### src/rtl/num_fetch_sched.sv
// Fetches DIGITS*ROWS glyph rows from the shared numbers memory and streams them out; NUM_FETCH_BLANK_EN adds leading-zero blanking.
// Latency: 3 cycles per beat minimum (REQ, WAIT, OUT); blanked beats take 1 cycle (OUT only).
// Backpressure: mem_gnt_i holds the request, mem_rvalid_i holds WAIT, and pix_ready_i low holds OUT with the row data stable.
module num_fetch_sched #(
   parameter int NUM_W  = 3,
   parameter int DIGITS = 6,
   parameter int ROWS   = 8,
   parameter int ROW_W  = 8,
   localparam int RW    = $clog2(ROWS),
   localparam int DW    = (DIGITS > 1) ? $clog2(DIGITS) : 1
) (
   input  logic                    clk_sync_i,
   input  logic                    rst_n_i,
   input  logic                    start_i,
   input  logic [DIGITS*NUM_W-1:0] num_i,
   output logic                    busy_o,
   output logic                    done_o,
   output logic                    mem_req_o,
   output logic [NUM_W+RW-1:0]     mem_addr_o,
   input  logic                    mem_gnt_i,
   input  logic                    mem_rvalid_i,
   input  logic [ROW_W-1:0]        mem_rdata_i,
   output logic                    pix_valid_o,
   input  logic                    pix_ready_i,
   output logic [ROW_W-1:0]        pix_data_o,
   output logic [DW-1:0]           pix_digit_o,
   output logic [RW-1:0]           pix_row_o
);

   typedef enum logic [2:0] {S_IDLE, S_REQ, S_WAIT, S_OUT, S_DONE} state_t;

   state_t                  state_q;
   logic [DIGITS*NUM_W-1:0] snap_q;
   logic [DW-1:0]           digit_q;
   logic [RW-1:0]           row_q;
   logic [NUM_W-1:0]        snap_dig [DIGITS];
   logic [DIGITS-1:0]       blank;
   logic [DW-1:0]           nxt_digit;
   logic [RW-1:0]           nxt_row;
   logic                    last_beat;

   always_comb begin
      for (int k = 0; k < DIGITS; k++) begin
         snap_dig[k] = snap_q[k*NUM_W +: NUM_W];
      end
   end

`ifdef NUM_FETCH_BLANK_EN
   logic zero_above;

   // A digit is blank when it and everything more significant is zero; digit 0 always shows.
   always_comb begin
      zero_above = 1'b1;
      blank      = '0;
      for (int k = DIGITS - 1; k >= 1; k--) begin
         zero_above = zero_above && (snap_dig[k] == '0);
         blank[k]   = zero_above;
      end
   end
`else
   assign blank = '0;
`endif

   assign last_beat = (digit_q == DW'(DIGITS - 1)) && (row_q == RW'(ROWS - 1));
   assign nxt_row   = row_q + 1'b1;
   assign nxt_digit = (row_q == RW'(ROWS - 1)) ? digit_q + 1'b1 : digit_q;

   assign pix_digit_o = digit_q;
   assign pix_row_o   = row_q;

   always_ff @(posedge clk_sync_i or negedge rst_n_i) begin
      if (!rst_n_i) begin
         state_q     <= S_IDLE;
         snap_q      <= '0;
         digit_q     <= '0;
         row_q       <= '0;
         busy_o      <= 1'b0;
         done_o      <= 1'b0;
         mem_req_o   <= 1'b0;
         mem_addr_o  <= '0;
         pix_valid_o <= 1'b0;
         pix_data_o  <= '0;
      end else begin
         case (state_q)
            S_IDLE: begin
               if (start_i) begin
                  // Digit 0 is never blank, so the first beat always fetches.
                  snap_q     <= num_i;
                  digit_q    <= '0;
                  row_q      <= '0;
                  busy_o     <= 1'b1;
                  mem_req_o  <= 1'b1;
                  mem_addr_o <= {num_i[NUM_W-1:0], {RW{1'b0}}};
                  state_q    <= S_REQ;
               end
            end
            S_REQ: begin
               if (mem_gnt_i) begin
                  mem_req_o <= 1'b0;
                  state_q   <= S_WAIT;
               end
            end
            S_WAIT: begin
               if (mem_rvalid_i) begin
                  pix_data_o  <= mem_rdata_i;
                  pix_valid_o <= 1'b1;
                  state_q     <= S_OUT;
               end
            end
            S_OUT: begin
               if (pix_ready_i) begin
                  if (last_beat) begin
                     pix_valid_o <= 1'b0;
                     done_o      <= 1'b1;
                     digit_q     <= '0;
                     row_q       <= '0;
                     state_q     <= S_DONE;
                  end else begin
                     row_q   <= nxt_row;
                     digit_q <= nxt_digit;
                     if (blank[nxt_digit]) begin
                        pix_data_o <= '0;
                     end else begin
                        pix_valid_o <= 1'b0;
                        mem_req_o   <= 1'b1;
                        mem_addr_o  <= {snap_dig[nxt_digit], nxt_row};
                        state_q     <= S_REQ;
                     end
                  end
               end
            end
            S_DONE: begin
               done_o  <= 1'b0;
               busy_o  <= 1'b0;
               state_q <= S_IDLE;
            end
            default: state_q <= S_IDLE;
         endcase
      end
   end

endmodule

### config.mk
export PLATFORM = sky130hd
export DESIGN_NAME = num_fetch_sched
export DESIGN_NICKNAME = d
export VERILOG_FILES = /design/src/rtl/num_fetch_sched.sv
export SDC_FILE = /design/constraint.sdc
export NUM_CORES = 1
export LEC_CHECK = 0
export CORE_ASPECT_RATIO = 0.8
export CORE_MARGIN = 2
export CORE_UTILIZATION = 53
export CTS_CLUSTER_DIAMETER = 120
export DETAILED_ROUTE_END_ITERATION = 6
export MAX_ROUTING_LAYER = met4
export PLACE_DENSITY = 0.84
export SETUP_SLACK_MARGIN = 0.3
export SYNTH_ARGS = -nofsm -noshare
export SYNTH_HDL_FRONTEND = slang
export SYNTH_SLANG_ARGS = --single-unit
### constraint.sdc
create_clock -name clk_sync_i -period 3.75 [get_ports clk_sync_i]
set_input_delay 0.75 -clock clk_sync_i [delete_from_list [all_inputs] [get_ports clk_sync_i]]
set_output_delay 0.75 -clock clk_sync_i [all_outputs]
set_load 0.02 [all_outputs]
---- Word level (Yosys, flattened, before mapping) ----
Memory sizes are Yosys's and may differ from the RTL's.
Cells that the tools add are included.
cells by class
  add/subtract/negate cells ............... 2
  multiply operators ...................... 0
  div/mod/pow operators ................... 0
  order comparisons ....................... 2
  equal/unequal tests ..................... 15
  shift-type cells ........................ 0
  multiplexer cells ....................... 44
  bitwise gates (word level) .............. 1
  reduce and logical (&&, ||, !) cells .... 16
operators with widths
  cell                                                      number
  two-way mux 3 bit                                         14
  two-way mux 8 bit                                         4
  two-way mux 6 bit                                         4
  != test 2 bit, second input constant                      8
  one-hot mux 8 bit (2 select lines)                        1
  AND reduction 5 bit                                       3
  two-way mux 1 bit                                         12
  one-hot mux 3 bit (2 select lines)                        2
  one-hot mux 3 bit (4 select lines)                        1
  one-hot mux 6 bit (2 select lines)                        1
  binary-select mux 3 bit (select 3 bit)                    1
  equality test 3 bit, second input constant                3
  nonzero test 2 bit                                        4
  adder 3 x 1 -> 3 bit, second input constant               2
  equality test 3 x 2 -> 1 bit, second input constant       2
  one-hot mux 1 bit (2 select lines)                        3
  AND reduction 3 bit                                       2
  AND reduction 6 bit                                       1
  greater-or-equal comparator 4 bit, second input constant  1
  < comparator 3 x 4 -> 1 bit, second input constant        1
  inverter 3 -> 4 bit                                       1
  AND reduction 2 bit                                       2
  AND reduction 4 bit                                       1
  equality test 3 x 1 -> 1 bit, second input constant       1
  5 further kinds                                           5
word-level totals
  register bits ........................... 45
  bits in latches ......................... 0
  RAM bits ................................ 0
  bits in read-only memories .............. 8
  memories kept ........................... 1
memories
  memory           depth  width  read ports  clocked after Yosys merged registers in  wr ports  RTL line  text
  (no name shown)  8      1      1           0                                        0         121       if (blank[nxt_digit]) begin

---- Logic depth before layout (Yosys ltp) ----
Gate-level depths: netlist (run 1).
  depth after elaboration ................. 10
  mapped depth ............................ 9

---- Worst setup path after synthesis (run 1) ----
No wires, ideal clock.
  path type ............................... register -> register
  start point ............................. register digit_q[1], in the netlist pix_digit_o[1]
  end point ............................... register mem_addr_o[3]
  library setup time ...................... 0.149 ns
  arrival time ............................ 2.077 ns
  required time ........................... 3.601 ns
  slack ................................... 1.524 ns
  cell stages (with the launch flop) ...... 9
  period minus slack after synthesis ...... 2.226 ns
  cell sequence ........................... dfrtp_1 > clkbuf_1 > inv_1 > ha_1 > clkbuf_1 > inv_1 > and4_1 > o41ai_1 > a31oi_1
on the way
  longest elaborated chain between the ends .. 10
ends and longest elaborated chain
  item                                                   RTL line  text
  start, declared                                        34        logic [DW-1:0] digit_q;
  start signal, assigned                                 120       digit_q <= nxt_digit;
  adder 3 x 1 -> 3 bit                                   66        assign nxt_digit = (row_q == RW'(ROWS - 1)) ? digit_q + 1'b1 : digit_q;
  two-way mux 3 bit                                      66
  inverter 3 -> 4 bit (implied by the code)              126       mem_addr_o <= {snap_dig[nxt_digit], nxt_row};
  binary-select mux 3 bit (select 3 bit)                 126
  two-way mux 3 bit (implied by the code) (2 in series)  126
  two-way mux 6 bit                                      121
  two-way mux 6 bit                                      112       if (last_beat) begin
  two-way mux 6 bit                                      111       if (pix_ready_i) begin
  one-hot mux 6 bit (2 select lines)                     84        case (state_q)
  end signal, assigned                                   93        mem_addr_o <= {num_i[NUM_W-1:0], {RW{1'b0}}};
  end signal, assigned                                   126
  end, declared                                          19        output logic [NUM_W+RW-1:0] mem_addr_o,
Several ways; a longest one is shown, not always the timed one. The select of a mux whose other input is x is not followed.
A chain may end at the register's enable or synchronous reset.

---- Worst setup path after layout (run 1) ----
  start point ............................. register digit_q[0], in the netlist pix_digit_o[0]
  end point ............................... output pix_digit_o[0]
RTL lines
  item           RTL line  text
  end, declared  26        output logic [DW-1:0] pix_digit_o,
No word-level cell between the ends.

==> results of run 1 <==
## metal layers
metal,wire length (um),GRT usage (%),share of wire (%)
met4,106,9.43,2.1
met1,2280,30.5,46
met3,282,5.01,5.7
met2,2280,33.5,46
met5,0,-,0
## placed cells by master, fill, tap and decap left out, drive strengths merged, types with 2 or more instances in the layout
master         count
inv                4
ha                 4
xnor2              2
o21ai              6
o22ai              3
nor2b              2
nand4              3
a41oi              2
nand3              3
buf                2
and3               2
a31oi              5
clkdlybuf4s50     54
mux2i              4
o31ai              2
clkbuf             7
a22o               5
nand2             19
nand2b             8
dfrtp             45
mux2              30
a21oi              7
or4bb              3
a211oi             2
nor2               5
nor4b              3
nand4b             6
## stage by stage
step	util, %	total power, uW
after floorplan	-	1360
after global placement	69.4	1660
after detailed placement	69.4	1700
after CTS	72.2	2070
after global routing	72.2	2200
final	72.2	2060
## state kept, by name, summed over array words and instances, names as in the netlist
| name | flops |
|---|---|
| pix_row_o | 3 |
| mem_addr_o | 6 |
| pix_digit_o | 3 |
| state_q | 3 |
| done_o | 1 |
| pix_valid_o | 1 |
| snap_q | 18 |
| mem_req_o | 1 |
| pix_data_o | 8 |
| busy_o | 1 |
## worst max-delay path by stage
stage	startpoint	endpoint	slack, ps	cells after the start
global route	pix_row_o[0]	mem_addr_o[5]	940	6
finish	pix_digit_o[0]	pix_digit_o[0]	1160	1
floorplan	pix_digit_o[1]	mem_addr_o[3]	1520	8
detailed placement	start_i	mem_addr_o[5]	1090	5
CTS	pix_digit_o[0]	pix_digit_o[0]	1180	1
global placement	start_i	mem_addr_o[5]	1170	5
## final cells by class
type                            instances  area (um2)
Clock buffer                            7        86.3
Clock inverter                          1        30.0
Fill cell                             328        1170
Inverter                                4        15.0
Multi-Input combinational cell        141        1150
Sequential cell                        45        1130
Tap cell                               57        71.3
Timing Repair Buffer                   56         553
## kinds of logic (layout without fill, tap and decap cells)
| logic type | Yosys count | count (layout) | share of synthesized area [%] |
|---|---|---|---|
| and+or+nand+nor | 63 | 63 | 17.5 |
| DFF | 45 | 45 | 48.1 |
| AOI/OAI and AO/OA | 36 | 36 | 11.0 |
| muxes | 35 | 35 | 17.1 |
| buffers and inverters | 17 | 68 | 3.05 |
| adders and majority gates | 4 | 4 | 2.14 |
| xor gates and xnor gates | 3 | 3 | 1.12 |
## report_power, final
part	leakage, uW	internal (uW)	switching (uW)	total, uW
clock	0.0000585	217	156	374
sequential	0.000543	684	166	849
combinational	0.000644	461	375	836
total	0.00124	1360	697	2060
==> flow_summary_export.csv, run 1 <==
group,metric,value,unit
sta,layout_min_cycle_time,2590,ps
routing,drc,0,
clock_network,cts_buffers,5,
logic_synthesis,yosysWarningCount,0,
sta,rsz0062_at_grt,"false",
worst_setup_path,r2r_end,"mem_addr_o[5]",
worst_setup_path,reg2reg_slack,1210,ps
sta,final.setup_skew,4.14,ps
layout,antenna_cells,0,
die,fp.dieH,63.4,um
global_routing,grt_pass1_wl,8.37,mm
clock_network,htree_levels,2,
layout,final_cells,311,
worst_setup_path,timing.rr.start,"pix_row_o[0]",
min_path,hold_depth,2,
logic_synthesis,synth_most_common_cell,"dfrtp_1",
layout,layout-drive-gt1-share,18.1,%
logic_synthesis,yosys-top-cells-area,"dfrtp_1 (48%), mux2_2 (14%), nand2_1 (3.0%)",
routing,routed_wirelength,4.95,mm
clock_network,cts_setup_buffers,0,
die,coreArea,4200,um2
min_path,min_from,"mem_req_o",
die,ios,56,
min_path,hold_class,"reg2reg",
global_routing,grt_pass1_vias,1718,
run_status,status,"completed",
clock_network,cts_sinks,45,
worst_setup_path,end_kind,"output pin",
job,maxCapViolCount,0,
sta,slew_viol_final,0,
worst_setup_path,max_stage_delay,810,ps
sta,final-setup-viol-count,0,
sta,hold_viol_final,0,
logic_synthesis,synth_top_area_share,48.1,%
global_routing,grt_max_degree,46,
power,p_per_area,679,nW/um2
logic_synthesis,synth_edf_count,0,
clock_network,cts_resized,0,
placed_design,io_buffers,55,
routing,drtPass1Iterations,4,
logic_synthesis,yosysSeqAreaShare,48.1,%
die,initial_core_util,55.7,%
worst_setup_path,cp_max_fo,25,
logic_synthesis,synth_common_cells,"dfrtp_1 (45), mux2_2 (30), nand2_1 (19)",
placed_design,dpl_cell_area,2920,um2
clock_network,cts-root-buf,"clkbuf_8",
routing,drtAntennaViolNets,0,
logic_synthesis,yosys.area.top_type,"dfrtp_1",
global_routing,grt_use_total,22.7,%
sta,whs,505,ps
placed_design,dp_hpwl,3.54,mm
logic_synthesis,ys_ff_latch,45,
die,die_area,4970,um2
worst_setup_path,cp_top_family,"flip-flops",
min_path,holdPathEnd,"mem_req_o",
layout,nNetsFinal,289,
logic_synthesis,async_flop_share,100,%
power,leakagePower,0.00124,uW
sta,relSlewSlack,35.9,%
clock_network,cts_tree,"built",
routing,vias_per_cell,5.81,
layout,fin_area,3030,um2
power,peakVddDrop,423,uV
sta,max_freq,386,MHz
worst_setup_path,worstSetupPathType,"reg2out",
die,die_w,78.3,um
clock_network,hold_buffers,0,
placed_design,gp_congestion,0.856,
worst_setup_path,cp_num_buf_inv,1,
logic_synthesis,synth_cells,203,
sta,tightest_slew,962,ps
sta,worst_slack,1160,ps
layout,syn_to_final_growth,29.6,%
worst_setup_path,slowest_stage,"dfrtp_1",
global_routing,antenna_found_initial,0,
worst_setup_path,crit_arrival,1840,ps
clock_network,clockBufferDepth,2,
placed_design,place_inst,303,
routing,wl_per_cell,15.9,um
worst_setup_path,path_cells,"clkdlybuf4s50_1",
placed_design,place_ws,1090,ps
clock_network,insertion_delay,300,ps
worst_setup_path,critPathLaunchType,"flip-flop",
sta,tns,0,ps
logic_synthesis,syn-cell-area,2340,um2
worst_setup_path,r2r_cells,6,
routing,drt_iter0_markers,165,
sta,fin_crit_sh,69.0,%
logic_synthesis,synth_nets,239,
logic_synthesis,synth.avg_cell_area,11.5,um2
die,rows,21,
worst_setup_path,critical_path_required,3000,ps
routing,via_count,1806,
logic_synthesis,synthDistinctLibCells,45,
global_routing,gr-total-overflow,0,
clock_network,clkSlewWorstSetupHoldPaths,80,ps
logic_synthesis,ys.flop_type,"dfrtp_1",
Note: power is estimated with default switching activity, not from simulation.
==> run 2, diff against run 1 <==
Settings changed: CORE_UTILIZATION 53 to 45, PLACE_DENSITY 0.84 to 0.76.
Clock period 3.75 ns to 2.33 ns, I/O delays scaled along.
==> run 2 against run 1 <==
Compared with the run above:
- final cell count up 7.7%
- hold slack worse by 270 ps
- wire length up 5.1%
- highest routed layer unchanged
- clock skew down 1.9 ps
- sequential power up 54%
- critical path depth up 6
- non-clock buffer count up 19
- sequential cell count unchanged
- sequential share of layout area down 2.1 points
- combinational power up 79%
==> flow_summary_export.csv, run 2 (synthesis gave the netlist of run 1 again) <==
group,metric,value,unit
sta,tns,0,ps
layout,reg.largest.list,"snap_q (18), pix_data_o (8), mem_addr_o (6)",
layout,layout-drive-gt1-share,27.5,%
clock_network,cts_tree,"built",
layout,layout_common_cells,"clkdlybuf4s50_1 (52), dfrtp_1 (42), mux2_2 (30)",
layout,syn_to_final_growth,38.0,%
die,coreArea,5010,um2
routing,drtPass1Iterations,4,
worst_setup_path,critical_path_required,2570,ps
clock_network,clockBufferDepth,2,
worst_setup_path,timing.rr.start,"pix_row_o[0]",
sta,hold_viol_final,0,
routing,wl_per_cell,15.5,um
global_routing,grt_pass1_wl,8.49,mm
global_routing,met1_usage,26.4,%
die,rows,23,
clock_network,htree_levels,2,
worst_setup_path,critPathLaunch,"pix_row_o[0]",
clock_network,cts_buffers,5,
run_status,status,"completed",
global_routing,grt.busiest_layer,"met2",
global_routing,antenna_found_initial,0,
routing,routed_wirelength,5.20,mm
die,initial_core_util,46.8,%
global_routing,grt_max_degree,37,
global_routing,grt_pass1_vias,1702,
worst_setup_path,end_kind,"flip-flop",
sta,final-setup-viol-count,0,
routing,drc,0,
routing,vias_per_cell,5.53,
worst_setup_path,cp_max_fo,7,
placed_design,dp_hpwl,3.56,mm
routing,via_count,1851,
worst_setup_path,worstSetupPathType,"reg2reg",
sta,relSlewSlack,47.3,%
die,ios,56,
clock_network,insertion_delay,300,ps
routing,drt_iter0_markers,85,
die,fp.dieH,68.5,um
layout,nNetsFinal,308,
sta,layout_min_cycle_time,1990,ps
worst_setup_path,critPathLaunchType,"flip-flop",
clock_network,cts_sinks,45,
sta,final.setup_skew,2.25,ps
sta,tightest_slew,790,ps
layout,largest_reg_flops,18,
clock_network,cts-root-buf,"clkbuf_8",
layout,top_register,"snap_q",
placed_design,dpl_cell_area,3030,um2
power,peakVddDrop,583,uV
routing,drtAntennaViolNets,0,
placed_design,gp_congestion,0.785,
clock_network,hold_buffers,0,
global_routing,met2_usage,29.8,%
global_routing,grt_use_total,19.7,%
layout,antenna_cells,0,
min_path,hold_class,"in2async",
global_routing,grtUsageMet3,5.95,%
global_routing,gr-total-overflow,0,
sta,rsz0062_at_grt,"false",
power,leakagePower,0.00137,uW
power,p_per_area,1060,nW/um2
layout,fin_area,3230,um2
job,maxCapViolCount,0,
placed_design,io_buffers,55,
layout,final_common_cell,"clkdlybuf4s50_1",
die,die_w,84.6,um
clock_network,clkSlewWorstSetupHoldPaths,80,ps
sta,max_freq,502,MHz
die,die_area,5800,um2
sta,slew_viol_final,0,
sta,worst_slack,339,ps
sta,fin_crit_sh,85.5,%
worst_setup_path,crit_arrival,2240,ps
layout,nFillCells,408,
placed_design,place_ws,168,ps
layout,final_util,64.5,%
==> run 2: what timing repair did <==
| item | in CTS | in global routing |
|---|---|---|
| setup endpoints to repair | 3 | 6 |
| setup buffers | 0 | 5 |
| pin swaps | 0 | 1 |
| resized for setup | 1 | 11 |
| cloned | 0 | 0 |
==> run 2: layout make-up <==
| cell class | instances | area, um2 | share of cell area (%) |
|---|---|---|---|
| clock buffers | 7 | 86.3 | 2.67 |
| clock inverters | 1 | 30.0 | 0.930 |
| inverters | 4 | 15.0 | 0.465 |
| multi-input cells | 141 | 1190 | 36.9 |
| flip-flops and latches | 45 | 1130 | 35.0 |
| well taps | 62 | 77.6 | 2.40 |
| repair buffers | 75 | 701 | 21.7 |
==> run 2: layer usage <==
layer  vias up  share of wire, %
met1       916                47
met2        43                47
met3         4               4.8
li1        888                 -
met4         0              0.73
met5         -                 0
==> run 2: critical path, cell delays in order, from the launching register on <==
cell and delay, ps:
dfrtp_2 390, ha_2 200, ha_4 180, clkbuf_4 190
buf_4 140, mux4_2 500, a31oi_2 170, o31a_1 160
==> run 2: power breakdown <==
part	switching, uW	total (uW)	internal, uW	leakage [uW]
Clock	276	626	350	0.0000585
Sequential	211	1310	1100	0.000538
Combinational	667	1500	828	0.000769
Total	1150	3440	2280	0.00137
==> run 2: per-stage QoR <==
step / hold WS [ps] / total power, uW / cells
3_5_place_dp: 473 / 2770 / 322
5_1_grt: 303 / 3650 / 335
6_report: 232 / 3440 / 335
2_1_floorplan: 170 / 2190 / 203
3_3_place_gp: 466 / 2730 / 322
4_1_cts: 270 / 3400 / 330
==> run 2: final timing paths <==
kind	cells after the start	end	slack, ps
max	7	mem_addr_o[5]	340
min	1	pix_valid_o	230
max reg2reg	7	mem_addr_o[5]	340
min reg2reg	2	mem_addr_o[0]	490
max in group asynchronous	2	pix_data_o[3]	1460
min in group clk_sync_i	2	mem_addr_o[0]	490
==> run 3, diff against run 2 <==
Settings changed: CTS_BUF_LIST from default to sky130_fd_sc_hd__clkbuf_16, RECOVER_POWER from default to 100.
==> run 3 against run 2 <==
Compared with the run above:
- clock power increased by 26%
- fmax is 2.8% lower
- via count rose by 0.22%
- cell area shrank 1.1%
- combinational power fell by 9%
- utilization is 0.72 points lower
- total power is 0.87% higher
- critical path depth decreased by 3
- highest routed layer unchanged
- clock-buffer cell count down 2
- sequential power is essentially flat
- sequential share of layout area rose by 0.36 points
- register-to-register slack got worse by 60 ps
==> flow_summary_export.csv, run 3 (synthesis gave the netlist of run 1 again) <==
group,metric,value,unit
run_status,status,"completed",
layout,antenna_cells,0,
power,p_per_area,1090,nW/um2
global_routing,grtUsageMet3,4.17,%
global_routing,grt_max_degree,37,
layout,fin_area,3190,um2
sta,rsz0062_at_grt,"false",
sta,slew_viol_final,0,
worst_setup_path,cp_top_family,"compound AO/OA/AOI/OAI gates",
worst_setup_path,r2r_end,"mem_addr_o[5]",
routing,drtAntennaViolNets,0,
routing,vias_per_cell,5.57,
clock_network,insertion_delay,290,ps
sta,max_freq,488,MHz
sta,whs,268,ps
placed_design,dpl_cell_area,3030,um2
worst_setup_path,cp_num_buf_inv,0,
clock_network,cts_sinks,45,
layout,final_common_cell,"dfrtp_1",
routing,drt_iter0_markers,93,
layout,layout_common_cells,"dfrtp_1 (43), mux2_2 (29), clkdlybuf4s50_1 (29)",
worst_setup_path,crit_arrival,2220,ps
sta,final-setup-viol-count,0,
global_routing,antenna_found_initial,0,
worst_setup_path,r2r_cells,4,
global_routing,grt_pass1_vias,1743,
placed_design,dp_hpwl,3.56,mm
sta,tns,0,ps
worst_setup_path,max_stage_delay,520,ps
power,p_int,2320,uW
die,rows,23,
sta,tightest_slew,807,ps
routing,wl_per_cell,15.7,um
layout,syn_to_final_growth,36.5,%
layout,nNetsFinal,306,
global_routing,met2_usage,30.5,%
die,die_area,5800,um2
placed_design,place_inst,322,
clock_network,clockBufferDepth,2,
worst_setup_path,cp_max_fo,11,
sta,relSlewSlack,46.2,%
die,die_w,84.6,um
power,clkPwrFrac,22.7,%
routing,drtPass1Iterations,4,
global_routing,grt_pass1_wl,8.58,mm
placed_design,gp_congestion,0.785,
die,coreArea,5010,um2
routing,via_count,1855,
worst_setup_path,timing.rr.start,"state_q[2]",
die,ios,56,
layout,top_register,"snap_q",
worst_setup_path,path_cells,"nand3b_1, o22ai_1, mux2_2, o31a_1",
worst_setup_path,critical_path_required,2500,ps
job,maxCapViolCount,0,
clock_network,cts_tree,"built",
power,power.net_switching,1140,uW
layout,largest_reg_flops,18,
clock_network,cts_buffers,5,
power,p_comb_share,39.4,%
sta,hold_viol_final,0,
worst_setup_path,reg2reg_slack,280,ps
power,peakVddDrop,540,uV
worst_setup_path,end_kind,"flip-flop",
power,leakagePower,0.00134,uW
min_path,hold_class,"in2async",
sta,layout_min_cycle_time,2050,ps
sta,final.setup_skew,5.30,ps
routing,drc,0,
clock_network,clkSlewWorstSetupHoldPaths,60,ps
layout,final_cells,333,
routing,routed_wirelength,5.24,mm
clock_network,htree_levels,2,
die,initial_core_util,46.8,%
placed_design,io_buffers,55,
clock_network,hold_buffers,0,
die,fp.dieH,68.5,um
worst_setup_path,critPathLaunchType,"flip-flop",
power,power,3470,uW
sta,fin_crit_sh,87.9,%
layout,reg.largest.list,"snap_q (18), pix_data_o (8), mem_addr_o (6)",
global_routing,met1_usage,26.2,%
global_routing,grt_use_total,19.9,%
clock_network,cts-root-buf,"clkbuf_16",
global_routing,gr-total-overflow,0,
worst_setup_path,worstSetupPathType,"reg2reg",
power,switching_share,33.0,%
power,seqPwrFrac,37.9,%
global_routing,grt.busiest_layer,"met2",
worst_setup_path,slowest_stage,"dfrtp_1",
layout,layout-drive-gt1-share,21.8,%
[run 3: changes by cell type in the layout (fill, tap and decap cells not counted), sizes merged, moves of 2 or more]
| cell | change |
|---|---|
| clkdlybuf4s50 | -23 |
| dlymetal6s2s | -2 |
| clkbuf | +4 |
| buf | -7 |
| dlygate4sd3 | +24 |
[run 3: layout make-up]
| class | count | area, um2 |
|---|---|---|
| Fill cell | 419 | 1810 |
| Multi-Input combinational cell | 141 | 1160 |
| Sequential cell | 45 | 1130 |
| Timing Repair Buffer | 73 | 654 |
| Clock buffer | 5 | 125 |
| Tap cell | 62 | 77.6 |
| Clock inverter | 3 | 37.5 |
| Inverter | 4 | 15.0 |
[run 3: metrics by stage]
step	utilization, %	worst slack, ps
floorplan	-	327
global placement	60.5	201
detailed placement	60.5	168
CTS	63.8	315
global route	63.8	186
finish	63.8	282
[run 3: worst max path at each step]
stage / start / to / slack, ps / cells past startpoint
finish: state_q[2] / mem_addr_o[5] / 280 / 4
detailed placement: pix_ready_i / mem_addr_o[5] / 170 / 5
floorplan: pix_row_o[0] / mem_addr_o[3] / 330 / 8
global placement: pix_ready_i / mem_addr_o[5] / 200 / 5
global route: state_q[2] / mem_addr_o[5] / 190 / 4
CTS: pix_row_o[0] / mem_addr_o[5] / 320 / 8
[run 3: per-layer routing]
layer | share of wire (%) | vias to the layer above
met5 | 0 | -
met4 | 1.5 | 0
met3 | 5.1 | 8
met2 | 46 | 49
met1 | 47 | 909
li1 | - | 889
[run 3: worst reg2reg max path, stage by stage, from the launching register on]
cell	delay, ps
dfrtp_1	520
nand3b_1	390
o22ai_1	520
mux2_2	400
o31a_1	110
[run 3: power groups by stage]
stage	clock network [uW]	logic, uW	registers [uW]
after floorplan	0	739	1450
after global placement	0	1410	1320
after detailed placement	0	1440	1330
after CTS	799	1450	1320
after global routing	845	1480	1360
final	786	1370	1310
[run 3: what timing repair did]
action | 4_1_cts | 5_1_grt
cloned | 0 | 1
pin swaps | 0 | 3
buffers inserted | 0 | 2
gates resized for setup | 1 | 7
setup endpoints to repair | 3 | 4
hold endpoints to repair | 0 | 0
